File: config.mk
export PLATFORM = sky130hd
export DESIGN_NAME = mem_burst_master
export DESIGN_NICKNAME = d
export VERILOG_FILES = /design/src/rtl/mem_pkg.sv /design/src/rtl/mem_burst_master.sv
export SDC_FILE = /design/constraint.sdc
export NUM_CORES = 1
export LEC_CHECK = 0
export ABC_CLOCK_PERIOD_IN_PS = 1900
export BUFFER_PORTS_ARGS = -buffer_cell sky130_fd_sc_hd__buf_2
export CELL_PAD_IN_SITES_DETAIL_PLACEMENT = 1
export CELL_PAD_IN_SITES_GLOBAL_PLACEMENT = 2
export CORE_AREA = 2 2 109 138
export CTS_CLUSTER_DIAMETER = 100
export CTS_CLUSTER_SIZE = 12
export DETAILED_ROUTE_END_ITERATION = 10
export DIE_AREA = 0 0 111 140
export GPL_ROUTABILITY_DRIVEN = 0
export PLACE_DENSITY_LB_ADDON = 0.1
export SLEW_MARGIN = 20
export SYNTH_ARGS = -nofsm -noshare
export SYNTH_HDL_FRONTEND = slang
export SYNTH_SLANG_ARGS = --single-unit
File: constraint.sdc
create_clock -name clk_i -period 1.9 [get_ports clk_i]
set_input_delay 0.38 -clock clk_i [delete_from_list [all_inputs] [get_ports clk_i]]
set_output_delay 0.38 -clock clk_i [all_outputs]
set_load 0.02 [all_outputs]
File: src/rtl/mem_pkg.sv
// Shared definitions for the burst memory master.
package mem_pkg;

  // Burst controller states.
  typedef enum logic [2:0] {
    IDLE,
    WRITE,
    RD_ISSUE,
    RD_WAIT,
    RD_OUT,
    DONE
  } state_e;

endpackage

File: src/rtl/mem_burst_master.sv
// Burst master: turns one command into a sequence of single-word memory
// accesses. Writes stream one beat per accepted wr_valid_i; reads keep a
// single access in flight and present each word until it is consumed.
module mem_burst_master
  import mem_pkg::*;
#(
  parameter int unsigned NUM_WORDS  = 256,
  parameter int unsigned DATA_WIDTH = 32,
  parameter int unsigned BYTE_WIDTH = 8,
  parameter int unsigned LATENCY    = 1,
  parameter int unsigned ADDR_WIDTH = $clog2(NUM_WORDS),
  parameter int unsigned NUM_BYTES  = DATA_WIDTH / BYTE_WIDTH
) (
  input  logic                  clk_i,
  input  logic                  rst_i,
  input  logic                  cmd_valid_i,
  output logic                  cmd_ready_o,
  input  logic                  cmd_write_i,
  input  logic [ADDR_WIDTH-1:0] cmd_addr_i,
  input  logic [ADDR_WIDTH:0]   cmd_len_i,
  input  logic                  wr_valid_i,
  output logic                  wr_ready_o,
  input  logic [DATA_WIDTH-1:0] wr_data_i,
  input  logic [NUM_BYTES-1:0]  wr_ben_i,
  output logic                  rd_valid_o,
  input  logic                  rd_ready_i,
  output logic [DATA_WIDTH-1:0] rd_data_o,
  output logic                  done_o,
  output logic                  mem_req_o,
  output logic                  mem_w_en_o,
  output logic [ADDR_WIDTH-1:0] mem_addr_o,
  output logic [DATA_WIDTH-1:0] mem_w_data_o,
  output logic [NUM_BYTES-1:0]  mem_b_en_o,
  input  logic [DATA_WIDTH-1:0] mem_r_data_i
);

  localparam int unsigned LAT_W = (LATENCY > 0) ? $clog2(LATENCY + 1) : 1;
  localparam logic [LAT_W-1:0] LAT_LAST = LAT_W'((LATENCY > 0) ? LATENCY - 1 : 0);
  localparam logic [ADDR_WIDTH-1:0] ADDR_MAX = ADDR_WIDTH'(NUM_WORDS - 1);

  state_e                state;
  state_e                state_nxt;
  logic [ADDR_WIDTH-1:0] addr;
  logic [ADDR_WIDTH-1:0] addr_next;
  logic [ADDR_WIDTH:0]   remain;
  logic [LAT_W-1:0]      lat_cnt;
  logic [DATA_WIDTH-1:0] rd_data;
  logic                  last_beat;
  logic                  lat_done;

  // Explicit wrap so non-power-of-two depths also stay in range.
  assign addr_next = (addr == ADDR_MAX) ? '0 : addr + 1'b1;
  assign last_beat = (remain == (ADDR_WIDTH + 1)'(1));
  assign lat_done  = (lat_cnt == LAT_LAST);

  // State register.
  always_ff @(posedge clk_i) begin
    if (rst_i) state <= IDLE;
    else       state <= state_nxt;
  end

  // Next-state decode.
  always_comb begin
    state_nxt = state;
    case (state)
      IDLE: begin
        if (cmd_valid_i) begin
          if (cmd_len_i == '0)  state_nxt = DONE;
          else if (cmd_write_i) state_nxt = WRITE;
          else                  state_nxt = RD_ISSUE;
        end
      end
      WRITE:    if (wr_valid_i && last_beat) state_nxt = DONE;
      RD_ISSUE: state_nxt = (LATENCY == 0) ? RD_OUT : RD_WAIT;
      RD_WAIT:  if (lat_done) state_nxt = RD_OUT;
      RD_OUT:   if (rd_ready_i) state_nxt = last_beat ? DONE : RD_ISSUE;
      DONE:     state_nxt = IDLE;
      default:  state_nxt = IDLE;
    endcase
  end

  // Burst address, remaining count, latency counter and read data register.
  always_ff @(posedge clk_i) begin
    if (rst_i) begin
      addr    <= '0;
      remain  <= '0;
      lat_cnt <= '0;
      rd_data <= '0;
    end else begin
      case (state)
        IDLE: begin
          if (cmd_valid_i) begin
            addr   <= cmd_addr_i;
            remain <= cmd_len_i;
          end
        end
        WRITE: begin
          if (wr_valid_i) begin
            addr   <= addr_next;
            remain <= remain - 1'b1;
          end
        end
        RD_ISSUE: begin
          lat_cnt <= '0;
          if (LATENCY == 0) rd_data <= mem_r_data_i;
        end
        RD_WAIT: begin
          lat_cnt <= lat_cnt + 1'b1;
          if (lat_done) rd_data <= mem_r_data_i;
        end
        RD_OUT: begin
          if (rd_ready_i) begin
            addr   <= addr_next;
            remain <= remain - 1'b1;
          end
        end
        default: ;
      endcase
    end
  end

  // Output decode; reset forces the idle-with-ready output pattern.
  always_comb begin
    cmd_ready_o  = 1'b0;
    wr_ready_o   = 1'b0;
    rd_valid_o   = 1'b0;
    rd_data_o    = '0;
    done_o       = 1'b0;
    mem_req_o    = 1'b0;
    mem_w_en_o   = 1'b0;
    mem_addr_o   = '0;
    mem_w_data_o = '0;
    mem_b_en_o   = '0;
    if (rst_i) begin
      cmd_ready_o = 1'b1;
    end else begin
      case (state)
        IDLE: cmd_ready_o = 1'b1;
        WRITE: begin
          wr_ready_o = 1'b1;
          if (wr_valid_i) begin
            mem_req_o    = 1'b1;
            mem_w_en_o   = 1'b1;
            mem_addr_o   = addr;
            mem_w_data_o = wr_data_i;
            mem_b_en_o   = wr_ben_i;
          end
        end
        RD_ISSUE: begin
          mem_req_o  = 1'b1;
          mem_addr_o = addr;
        end
        RD_OUT: begin
          rd_valid_o = 1'b1;
          rd_data_o  = rd_data;
        end
        DONE: done_o = 1'b1;
        default: ;
      endcase
    end
  end

endmodule

==> results.sh <==
export IMPL_start_util_pct=22.8
export IMPL_min_path_type="primary input to flip-flop"
export IMPL_synth_top_cell_by_area="dfxtp_1"
export IMPL_final_max_slew_viol_count=0
export IMPL_p_total_w=0.00586
export IMPL_cts_sinks=53
export IMPL_finClkSkew_ps=6.89
export IMPL_synth_nets=525
export IMPL_ctsHtreeMaxLevel=2
export IMPL_grt_pass1_wl_mm=22.1
export IMPL_whs_ps=311
export IMPL_rsz0062_at_grt="true"
export IMPL_dr_pass1_iters=5
export IMPL_rr_endpoint="remain[5]"
export IMPL_hold_viol_final=0
export IMPL_final_util_pct=39.7
export IMPL_cts_root_buf="clkbuf_16"
export IMPL_startpoint_type="flip-flop"
export IMPL_syn_area_per_cell_um2=7.48
export IMPL_grt_max_degree=37
export IMPL_initialDrtViolationCount=171
export IMPL_n_antenna_cell=0
export IMPL_slew_headroom_pct=77.1
export IMPL_via_per_inst=4.95
export IMPL_synth_seq_cells=53
export IMPL_power_leakage_nw=2.45
export IMPL_drive_gt1_share_pct=49.8
export IMPL_worstSetupPathType="flip-flop to primary output"
export IMPL_nets=721
export IMPL_cts_buffer_depth=2
export IMPL_async_flop_share_pct=0
export IMPL_track_usage_pct=17.4
export IMPL_fin_crit_sh_pct=107
export IMPL_synth_cell_type_count=60
export IMPL_vias=3986
export IMPL_status="finished with violations"
export IMPL_timing_final_ws_setup_ps=-142
export IMPL_layout_commonest_cell="buf_2"
export IMPL_arrival_ps=1660
export IMPL_cts_tree="done"
export IMPL_crit_start="state[0]"
export IMPL_r2r_start="state[0]"
export IMPL_antenna_found_initial=0
export IMPL_worst_slew_pin_slew_ps=342
export IMPL_cts_inserted_buffers=5
export IMPL_hpwl_mm=9.86
export IMPL_grt_pass1_vias=4263
export IMPL_setup_viol=66
export IMPL_synth_area_um2=3220
export IMPL_p_per_area_nw_per_um2=1040
export IMPL_gr_total_overflow=0
export IMPL_coreArea_um2=14200
export IMPL_place_ws_ps=38.6
export IMPL_dieArea_um2=15500
export IMPL_fin_area_um2=5620
export IMPL_synth_edf_count=0
export IMPL_ant_nets=0
export IMPL_crit_path_end_kind="primary output"
export IMPL_die_h_um=140
export IMPL_synth_flop_cell="dfxtp_1"
export IMPL_path_clk_slew_ps=70
export IMPL_critPathMaxFanout=9
export IMPL_seq_area_frac_synth_pct=32.9
export IMPL_wl_per_cell_um=17.1
export IMPL_ios=173
export IMPL_place_area_um2=4480
export IMPL_final_cell_mix="95 x buf_2, 72 x nand2_1, 70 x buf_6"
export IMPL_vdd_ir_drop_max_uv=399
export IMPL_num_rows=49
export IMPL_synth_warning_count=0
export IMPL_finalWirelength_mm=13.8
export IMPL_violations="setup timing"
export IMPL_clk_insertion_delay_late_ps=300
export IMPL_netlist_instances=431
export IMPL_r2r_cells=8
export IMPL_numPortBuffers=172
export IMPL_synthTopCellsByArea="dfxtp_1 33%, nand2_1 8.4%, and3_1 7.8%"
export IMPL_area_growth_syn_to_layout_pct=74.4
export IMPL_period_needed_ps=2040
export IMPL_die_width_um=111
export IMPL_crit_required_ps=1520
export IMPL_cap_violations=0
export IMPL_reg2reg_setup_slack_ps=100
export IMPL_critPathCapture="mem_w_data_o[31]"
export IMPL_fmax_mhz=490
export IMPL_yosysTopAreaCellShare_pct=32.9
export IMPL_drc=0
==> layout make-up <==
type,instances,area [um2]
clock buffer,5,125
clock inverter,3,65.1
fill,1678,8540
inverter,13,53.8
multi-input combinational,325,2210
sequential,53,1070
tap,178,223
timing repair buffer,229,1880
==> cells in the mapped netlist, drive strengths merged (7+ instances only) <==
library cell	count
nor2	8
a211oi	7
a21oi	45
and2	39
o211ai	7
nor3	9
inv	13
dfxtp	53
buf	20
nand2	72
o21ai	13
and3	40
clkbuf	20
nand3	10
nand4	7
==> flip-flops by register name, indices dropped and copies added (netlist names) <==
signal   count
rd_data     32
lat_cnt      1
state        3
addr         8
remain       9
==> repair_timing <==
item,4_1_cts,5_1_grt
pin swaps,20,24
setup buffers,14,2
hold buffers,0,0
hold endpoints to repair,0,0
resized for setup,206,29
cloned,6,0
setup endpoints to repair,80,80
==> power by group <==
group	switching, W	internal, W	total [W]	leakage, nW
sequential	0.000250	0.00133	0.00158	0.433
clock	0.000450	0.000754	0.00120	0.0938
combinational	0.00165	0.00142	0.00307	1.92
total	0.00235	0.00351	0.00586	2.45
==> routing by layer <==
layer  wire [um]  global-route usage [%]
met1        5790                    20.5
met2        7040                    31.6
met3         752                    3.72
met4         213                    4.87
met5           0                       0
==> per-stage QoR <==
| step | TNS (ps) | std cells |
|---|---|---|
| 5_1_grt | -7920 | 806 |
| 4_1_cts | -5930 | 807 |
| 3_5_place_dp | 0 | 780 |
| 2_1_floorplan | 0 | 431 |
| 3_3_place_gp | 0 | 780 |
| 6_report | -3710 | 806 |
==> worst min path at each step <==
| stage | cells after the start | startpoint | end |
|---|---|---|---|
| after floorplan | 2 | rd_data[0] | rd_data[0] |
| after global placement | 2 | rd_data[13] | rd_data[13] |
| after detailed placement | 2 | rd_data[27] | rd_data[27] |
| after CTS | 3 | mem_r_data_i[30] | rd_data[30] |
| after global routing | 3 | mem_r_data_i[30] | rd_data[30] |
| final | 3 | mem_r_data_i[8] | rd_data[8] |
==> worst max-delay path, stage by stage (launching register included) <==
cell and delay, ps:
dfxtp_4 380, nor3b_4 220, and2_4 210, buf_12 130, buf_16 120, and3_4 190
buf_6 110
==> cells by family after synthesis <==
family          count (synthesis)  share of synthesized area (%)
simple gates                  208                           34.8
compound gates                111                           22.7
buf+inv                        53                           7.10
flops                          53                           32.9
fa+ha+maj                       3                           1.16
xor+xnor                        2                           1.01
mux                             1                          0.310
No activity file was read; power rests on OpenSTA's default activity.
